**src/rtl/cpu_types_pkg.sv**
```systemverilog
// Shared CPU-side types: RAM handshake states, memory-arbiter FSM states and
// constants used by the memory arbiter and its timeout helper.
package cpu_types_pkg;

  typedef enum logic [1:0] {
    FREE   = 2'd0,
    BUSY   = 2'd1,
    ACCESS = 2'd2,
    ERROR  = 2'd3
  } ramstate_t;

  typedef enum logic [1:0] {
    IDLE,
    D_ACC,
    I_ACC,
    ABORT
  } arb_state_t;

  typedef enum logic {
    GNT_I = 1'b0,
    GNT_D = 1'b1
  } grant_t;

  localparam logic [31:0] ERR_WORD_DEFAULT = 32'hBAD1BAD1;
  localparam int unsigned TIMEOUT_W        = 8;

  // Saturating increment for the optional event counters.
  function automatic logic [31:0] sat_inc(input logic [31:0] v);
    return (v == '1) ? v : v + 32'd1;
  endfunction

endpackage

```
**src/rtl/arb_timeout.sv**
```systemverilog
// Access-wait watchdog: counts enabled cycles since the last clear and flags
// the cycle in which the count reaches the limit.
module arb_timeout
  import cpu_types_pkg::*;
(
  input  logic                 CLK,
  input  logic                 nRST,
  input  logic                 clear,
  input  logic                 enable,
  input  logic [TIMEOUT_W-1:0] limit,
  output logic                 expired
);

  logic [TIMEOUT_W-1:0] count_q, count_d;
  logic [TIMEOUT_W-1:0] count_inc;

  assign count_inc = count_q + TIMEOUT_W'(1);

  always_comb begin
    count_d = count_q;
    if (clear)       count_d = '0;
    else if (enable) count_d = count_inc;
  end

  // Fires on the cycle whose increment would make the count equal the limit.
  assign expired = enable && !clear && (count_inc == limit);

  // NOTE: sequential state uses non-blocking assignments so every flop samples
  // pre-edge values regardless of block ordering.
  always_ff @(posedge CLK or negedge nRST) begin
    if (!nRST) count_q <= '0;
    else       count_q <= count_d;
  end

endmodule

```
**src/rtl/mem_arbiter.sv**
```systemverilog
// Round-robin arbiter merging icache and dcache requests onto one RAM port,
// with error/timeout abort. Define MEM_ARBITER_PERF_EN for transfer counters.
module mem_arbiter
  import cpu_types_pkg::*;
#(
  parameter int unsigned WAIT_TIMEOUT = 255,
  parameter logic [31:0] ERR_WORD     = ERR_WORD_DEFAULT
) (
  input  logic        CLK,
  input  logic        nRST,
  input  logic        iREN,
  input  logic [31:0] iaddr,
  output logic [31:0] iload,
  output logic        iwait,
  input  logic        dREN,
  input  logic        dWEN,
  input  logic [31:0] daddr,
  input  logic [31:0] dstore,
  output logic [31:0] dload,
  output logic        dwait,
  output logic        ramREN,
  output logic        ramWEN,
  output logic [31:0] ramaddr,
  output logic [31:0] ramstore,
  input  logic [31:0] ramload,
  input  logic [1:0]  ramstate,
  output logic        bus_error
`ifdef MEM_ARBITER_PERF_EN
  ,
  output logic [31:0] icount,
  output logic [31:0] dcount,
  output logic [31:0] stall_count
`endif
);

  if (WAIT_TIMEOUT < 1 || WAIT_TIMEOUT > 255) begin : g_bad_timeout
    $error("mem_arbiter: WAIT_TIMEOUT must be in 1..255");
  end

  arb_state_t state_q, state_d;
  grant_t     last_grant_q, last_grant_d;
  logic       gnt_is_d_q, gnt_is_d_d;
  logic       bus_error_q, bus_error_d;
  ramstate_t  ram;
  logic       d_req, in_access, tmo_enable, tmo_expired;

  assign ram        = ramstate_t'(ramstate);
  assign d_req      = dREN | dWEN;
  assign in_access  = (state_q == D_ACC) || (state_q == I_ACC);
  assign tmo_enable = in_access && (ram != ACCESS) && (ram != ERROR);
  assign bus_error  = bus_error_q;

  arb_timeout u_timeout (
    .CLK     (CLK),
    .nRST    (nRST),
    .clear   (!in_access),
    .enable  (tmo_enable),
    .limit   (TIMEOUT_W'(WAIT_TIMEOUT)),
    .expired (tmo_expired)
  );

  // NOTE: every output and next-state variable gets a default first so no path
  // through the case leaves one unassigned and infers a latch.
  always_comb begin
    state_d      = state_q;
    last_grant_d = last_grant_q;
    gnt_is_d_d   = gnt_is_d_q;
    bus_error_d  = bus_error_q;
    ramREN       = 1'b0;
    ramWEN       = 1'b0;
    ramaddr      = '0;
    ramstore     = '0;
    iload        = '0;
    dload        = '0;
    iwait        = 1'b1;
    dwait        = 1'b1;

    unique case (state_q)
      IDLE: begin
        if (d_req && (!iREN || last_grant_q == GNT_I)) state_d = D_ACC;
        else if (iREN)                                 state_d = I_ACC;
      end
      D_ACC: begin
        gnt_is_d_d = 1'b1;
        ramaddr    = daddr;
        ramWEN     = dWEN;
        ramREN     = dREN & ~dWEN;
        ramstore   = dstore;
        if (!d_req) begin
          state_d = IDLE;
        end else if (ram == ERROR || (ram != ACCESS && tmo_expired)) begin
          state_d     = ABORT;
          bus_error_d = 1'b1;
        end else if (ram == ACCESS) begin
          dwait        = 1'b0;
          dload        = dWEN ? 32'd0 : ramload;
          state_d      = IDLE;
          last_grant_d = GNT_D;
        end
      end
      I_ACC: begin
        gnt_is_d_d = 1'b0;
        ramaddr    = iaddr;
        ramREN     = iREN;
        if (!iREN) begin
          state_d = IDLE;
        end else if (ram == ERROR || (ram != ACCESS && tmo_expired)) begin
          state_d     = ABORT;
          bus_error_d = 1'b1;
        end else if (ram == ACCESS) begin
          iwait        = 1'b0;
          iload        = ramload;
          state_d      = IDLE;
          last_grant_d = GNT_I;
        end
      end
      ABORT: begin
        state_d = IDLE;
        if (gnt_is_d_q) begin
          dwait = 1'b0;
          dload = ERR_WORD;
        end else begin
          iwait = 1'b0;
          iload = ERR_WORD;
        end
      end
    endcase
  end

  always_ff @(posedge CLK or negedge nRST) begin
    if (!nRST) begin
      state_q      <= IDLE;
      last_grant_q <= GNT_I;
      gnt_is_d_q   <= 1'b0;
      bus_error_q  <= 1'b0;
    end else begin
      state_q      <= state_d;
      last_grant_q <= last_grant_d;
      gnt_is_d_q   <= gnt_is_d_d;
      bus_error_q  <= bus_error_d;
    end
  end

`ifdef MEM_ARBITER_PERF_EN
  logic        i_done, d_done, stalled;
  logic [31:0] icount_q, icount_d, dcount_q, dcount_d, stall_q, stall_d;

  assign i_done  = (state_q == I_ACC) && iREN  && (ram == ACCESS);
  assign d_done  = (state_q == D_ACC) && d_req && (ram == ACCESS);
  assign stalled = ((state_q == D_ACC) && iREN) || ((state_q == I_ACC) && d_req);

  always_comb begin
    icount_d = i_done  ? sat_inc(icount_q) : icount_q;
    dcount_d = d_done  ? sat_inc(dcount_q) : dcount_q;
    stall_d  = stalled ? sat_inc(stall_q)  : stall_q;
  end

  always_ff @(posedge CLK or negedge nRST) begin
    if (!nRST) begin
      icount_q <= '0;
      dcount_q <= '0;
      stall_q  <= '0;
    end else begin
      icount_q <= icount_d;
      dcount_q <= dcount_d;
      stall_q  <= stall_d;
    end
  end

  assign icount      = icount_q;
  assign dcount      = dcount_q;
  assign stall_count = stall_q;
`endif

endmodule

```
**config.mk**
```make
export PLATFORM = sky130hd
export DESIGN_NAME = mem_arbiter
export DESIGN_NICKNAME = d
export VERILOG_FILES = /design/src/rtl/cpu_types_pkg.sv /design/src/rtl/arb_timeout.sv /design/src/rtl/mem_arbiter.sv
export SDC_FILE = /design/constraint.sdc
export NUM_CORES = 1
export LEC_CHECK = 0
export ABC_CLOCK_PERIOD_IN_PS = 3600
export CAP_MARGIN = 30
export CORE_AREA = 4 4 100 102
export CTS_CLUSTER_SIZE = 24
export DETAILED_ROUTE_END_ITERATION = 12
export DIE_AREA = 0 0 104 106
export GPL_TIMING_DRIVEN = 0
export PLACE_DENSITY = 0.81
export SLEW_MARGIN = 20
export SYNTH_ARGS = -nofsm -noshare
export SYNTH_HDL_FRONTEND = slang
export SYNTH_HIERARCHICAL = 1
export SYNTH_SLANG_ARGS = --single-unit
```
**constraint.sdc**
```tcl
create_clock -name CLK -period 3.6 [get_ports CLK]
set_clock_uncertainty 0.05 [all_clocks]
set_input_delay 0.72 -clock CLK [delete_from_list [all_inputs] [get_ports CLK]]
set_output_delay 0.72 -clock CLK [all_outputs]
set_load 0.02 [all_outputs]
```
# Word level (Yosys, flattened, before mapping)

Cells that the tools add are included.

Flip-flop bits (word level): 13
Output and inout port bits: 133
Input port bits: 135

Bitwise logic cells: 4
Add/subtract/negate cells: 1
Multiplexer cells: 44
Eq/ne operators: 16
Reduce and logical (&&, ||, !) cells: 14

Operators by type and width:

| kind                | count |
|---|---|
| $mux 32             | 10 |
| $pmux 32 s2         | 3 |
| $mux 1              | 16 |
| $mux 8              | 2 |
| $mux 2              | 6 |
| $ne 2x2->1 const B  | 6 |
| $pmux 1 s2          | 6 |
| $add 8x1->8 const B | 1 |
| $eq 2x2->1 const B  | 4 |
| $eq 8x8->1 const B  | 1 |
| $pmux 2 s4          | 1 |
| $reduce_and 7->1    | 1 |
| $logic_and 1x1->1   | 6 |
| $ne 2x1->1 const B  | 3 |
| $logic_or 1x1->1    | 3 |
| $ne 3x3->1 const B  | 1 |
| $reduce_and 3->1    | 1 |
| $eq 2x1->1 const B  | 1 |
| $logic_not 2->1     | 1 |
| $not 1->1           | 2 |
| $reduce_bool 2->1   | 1 |
| $and 1x1->1         | 1 |
| $logic_not 1->1     | 1 |
| $or 1x1->1          | 1 |

# Logic depth before layout (Yosys ltp)

Depth after elaboration: 11
Depth in mapped cells: 13
Depth with buffers taken out: 12

# Cells and area by module

The synthesis kept the hierarchy.

By module, submodules not included:

| module      | seq. area each (um2) | area each (um2) | cells an instance | instances |
|---|---|---|---|---|
| mem_arbiter | 125.1                | 1,569.0         | 223               | 1 |
| arb_timeout | 200.2                | 620.6           | 70                | 1 |

# Worst setup path after synthesis

No wires, ideal clock.

Path kind: flip-flop to flip-flop
Start point: register state_q[0]
End point: register state_q[0]
Clock period less this slack: 2,379 ps
Stages on the path, launching flop included: 14
Slack: 1,221 ps
Arrival time: 2,264 ps
Required time: 3,485 ps
Cells stage by stage: dfrtp_1 > inv_1 > ha_1 > inv_2 > nor2_1 > clkbuf_1 > nand3b_1 > nor4_1 > o211ai_1 > a211oi_2 > nor2_1 > a221oi_2 > o21ai_1 > nand2_1

Longest elaborated chain between the ends: 11
Elaborated cells between the ends (all ways): 17
Classes of those cells: eq/ne: 4; mux: 5; reduce/logical: 8

Ends and longest elaborated chain:

| element                                  | RTL line                              | RTL |
|---|---|---|
| start: declaration                       | mem_arbiter.sv:40                     | `arb_state_t state_q, state_d;` |
| start signal: assignment                 | mem_arbiter.sv:137                    | `state_q <= state_d;` |
| $eq 2x1->1 or $eq 2x2->1 (tied branches) | mem_arbiter.sv:49                     | `assign in_access = (state_q == D_ACC) \|\| (state_q == I_ACC);` |
| $logic_or 1x1->1 *                       | mem_arbiter.sv:49                     |  |
| via in_access                            | mem_arbiter.sv:45                     | `logic d_req, in_access, tmo_enable, tmo_expired;` |
| $logic_and 1x1->1 * (2 in a row)         | mem_arbiter.sv:50                     | `assign tmo_enable = in_access && (ram != ACCESS) && (ram != ERROR);` |
| via tmo_enable                           | mem_arbiter.sv:45                     |  |
| $logic_and 1x1->1 * (2 in a row)         | arb_timeout.sv:26                     | `assign expired = enable && !clear && (count_inc == limit);` |
| via tmo_expired                          | mem_arbiter.sv:45                     |  |
| $logic_and 1x1->1 *                      | mem_arbiter.sv:91, mem_arbiter.sv:107 |  |
| $logic_or 1x1->1 *                       | mem_arbiter.sv:91, mem_arbiter.sv:107 |  |
| $mux 2 *                                 | mem_arbiter.sv:91                     | `end else if (ram == ERROR \|\| (ram != ACCESS && tmo_expired)) begin` |
| $mux 2, on equally long branches         | mem_arbiter.sv:105, mem_arbiter.sv:89 |  |
| $pmux 2 s4 *                             | mem_arbiter.sv:78                     | `unique case (state_q)` |

Mark *: on every way through the listed nets, which the timed path passes. The rest lies on a longest branch.
A chain may end at the register's enable or synchronous reset.

# Final worst setup path

Start point: input port ramstate[1]
End point: output port dload[7]

Longest elaborated chain between the ends: 10
Elaborated cells between the ends (all ways): 14
Classes of those cells: eq/ne: 4; mux: 4; reduce/logical: 6

Ends and longest elaborated chain:

| element                        | RTL line                             | RTL |
|---|---|---|
| start: declaration             | mem_arbiter.sv:26                    | `input logic [1:0] ramstate,` |
| $ne 2x2->1                     | mem_arbiter.sv:50, mem_arbiter.sv:91 |  |
| $logic_and 1x1->1 (2 in a row) | mem_arbiter.sv:50                    |  |
| $logic_and 1x1->1 (2 in a row) | arb_timeout.sv:26                    |  |
| $logic_and 1x1->1              | mem_arbiter.sv:91                    |  |
| $logic_or 1x1->1               | mem_arbiter.sv:91                    |  |
| $mux 32 *                      | mem_arbiter.sv:91                    |  |
| $mux 32 *                      | mem_arbiter.sv:89                    | `if (!d_req) begin` |
| $pmux 32 s2 *                  | mem_arbiter.sv:78                    |  |
| end: declaration               | mem_arbiter.sv:19                    | `output logic [31:0] dload,` |

Mark *: on every way between the ends. The rest lies on a longest branch, timed or not.

==> run metrics <==
CTS Buf Count 3; first-pass GRT wire length 17600 um; Setup crit end dload[7]; cts hold-fix bufs 0; ant diodes 0; synthesized flop and latch total 13; sequential fraction of the synthesis area 14.9%; EDFF count, synth 0; TNS Setup 0 ns; most common cell after layout, fill and taps aside clkdlybuf4s50_1; CTS Root Cell clkbuf_8; post-CTS setup buffers 0; initial DRC count 127; CORE AREA 9110 um^2; drt drc 0; Netlist Area Pre-Place 2190 um^2; CTS Sinks 13; ratio of cells with drive above 1 in the final layout 6.77%; Worst Path Class, Setup in -> out; Final nets 718; gr usage total 19.6%; number of distinct library cells after synthesis 50; Reg2Reg Depth 13; ys flop type dfrtp_1; area added between synthesis and finish 133%; final slew viol count 0; Via-to-Cell Ratio 4.51; leakage 2.22 nW; largest net degree at the start of global routing 14; hold_ws 0.429 ns; VDD IR-drop max 0.000231 V; Skew-Pair Late Insertion Delay 0.24 ns; antenna-violating nets left 0; CTS H-tree depth 1; Starting Density 24.0%; crit path DAT 2.60 ns; final WL 11700 um; Mapped Cells 293; die area 11000 um^2; Worst Setup SP ramstate[1]; r2r startpoint state_q[0]; RR Endpoint state_q[0]; cts repair resizes 0; critical path fanouts, max 10; clk slew on worst S/H paths 0.05 ns; Final HPWL DP 10300 um; worst hold path class reg -> reg; crit share post-route 93.6%; Yosys warnings 6; vias in the first global route 3071; CTS max path bufs 2; status completed; syn_area_per_cell 7.47 um^2; row cnt 35; Slew headroom 60.8%; Worst Setup End Kind output pin; average wire per standard cell 17.1 um; Final Power 2.58 mW; port bufs 267; routed vias 3101; antenna violations before repair 1; I/O pin total 268; TritonCTS clock tree built; PwrDens 506 nW/um^2; Synth async-reset ratio 100%; commonest cells after routing, fill and taps aside clkdlybuf4s50_1 (267), and2_1 (63), nand2_1 (46); worst endpoint required time 2.83 ns; FILL cells 812; die width 104 um; Setup violations, final 0; placer congestion estimate 0.910; Final Hold Viols 0; RSZ-0062 raised after global routing false; Worst-Margin Slew 0.587 ns; die height 106 um; crit path time final 3.37 ns; f_max 297 MHz; CP startpoint kind primary input; max_cap viols 0; GRT overflow 0; Final Util 55.9%; 1st-pass router iterations 4; R2R setup slack 0.79 ns
## where the power goes
group | switching (mW) | internal, mW | leakage, nW | total, mW
logic | 1.16 | 1.09 | 2.04 | 2.25
clock network | 0.0533 | 0.0782 | 0.0228 | 0.132
registers | 0.0240 | 0.172 | 0.165 | 0.196
## per-layer routing
| layer | up-vias | GRT usage (%) | wire length [um] |
|---|---|---|---|
| li1 | 1557 | - | - |
| met1 | 1426 | 23.2 | 4700 |
| met2 | 100 | 36.3 | 6180 |
| met3 | 16 | 5.10 | 693 |
| met4 | 2 | 2.56 | 151 |
| met5 | - | 0 | 13 |
## sequential cells by signal, summed over array words and instances (netlist names)
signal,count
last_grant_q,1
state_q,2
gnt_is_d_q,1
u_timeout/count_q,8
bus_error,1
## critical path, stage by stage
cell	delay (ns)
clkdlybuf4s50_1	0.62
nand2b_4	0.12
nor2_4	0.20
buf_6	0.17
a21o_1	0.12
clkdlybuf4s50_1	0.65
## kinds of logic (layout without fill, tap and decap cells)
logic type / count (synthesis) / in the layout / synth area share, %
compound gates: 73 / 73 / 26.9
xor+xnor: 15 / 15 / 6.00
fa+ha+maj: 6 / 6 / 3.43
buf+inv: 30 / 301 / 8.86
flops: 13 / 13 / 14.9
mux: 1 / 1 / 0.457
other cells: 1 / 13 / 0.171
simple gates: 154 / 154 / 39.4
## synthesized netlist by cell type (all sizes together) (2+ instances only)
library cell | count | area, um^2
a21o | 19 | 143
a21oi | 3 | 15.0
a22o | 32 | 280
and2 | 63 | 394
buf | 21 | 160
clkbuf | 4 | 15.0
dfrtp | 13 | 325
ha | 6 | 75.1
inv | 5 | 18.8
nand2 | 47 | 179
nand2b | 3 | 26.3
nand3 | 5 | 30.0
nand3b | 2 | 27.5
nand4 | 4 | 25.0
nor2 | 19 | 91.3
nor2b | 4 | 25.0
o21ai | 7 | 35.0
o2bb2ai | 2 | 17.5
xnor2 | 6 | 52.6
xor2 | 9 | 78.8
## how the worst min path moves through the flow
stage,from,end,cells after the start
2_1_floorplan,nRST,bus_error,0
3_3_place_gp,bus_error,bus_error,1
3_5_place_dp,bus_error,bus_error,1
4_1_cts,bus_error,bus_error,1
5_1_grt,bus_error,bus_error,1
6_report,bus_error,bus_error,1
## stage by stage
stage / cells / setup slack, ns / cell area (um^2)
finish: 687 / 0.230 / 5090
global route: 687 / 0.128 / 5090
CTS: 687 / 0.202 / 5090
detailed placement: 683 / 0.201 / 5050
global placement: 683 / 0.214 / 5050
floorplan: 305 / 1.22 / 2230
## layout make-up
type | instances | area [um^2] | area share (%)
buffer | 25 | 175 | 3.44
clock buffer | 4 | 45.0 | 0.885
inverter | 5 | 18.8 | 0.369
multi-input combinational | 262 | 1720 | 33.7
sequential | 13 | 325 | 6.39
tap | 111 | 139 | 2.73
timing repair buffer | 267 | 2670 | 52.5
No activity file was read; power rests on OpenSTA's default activity.
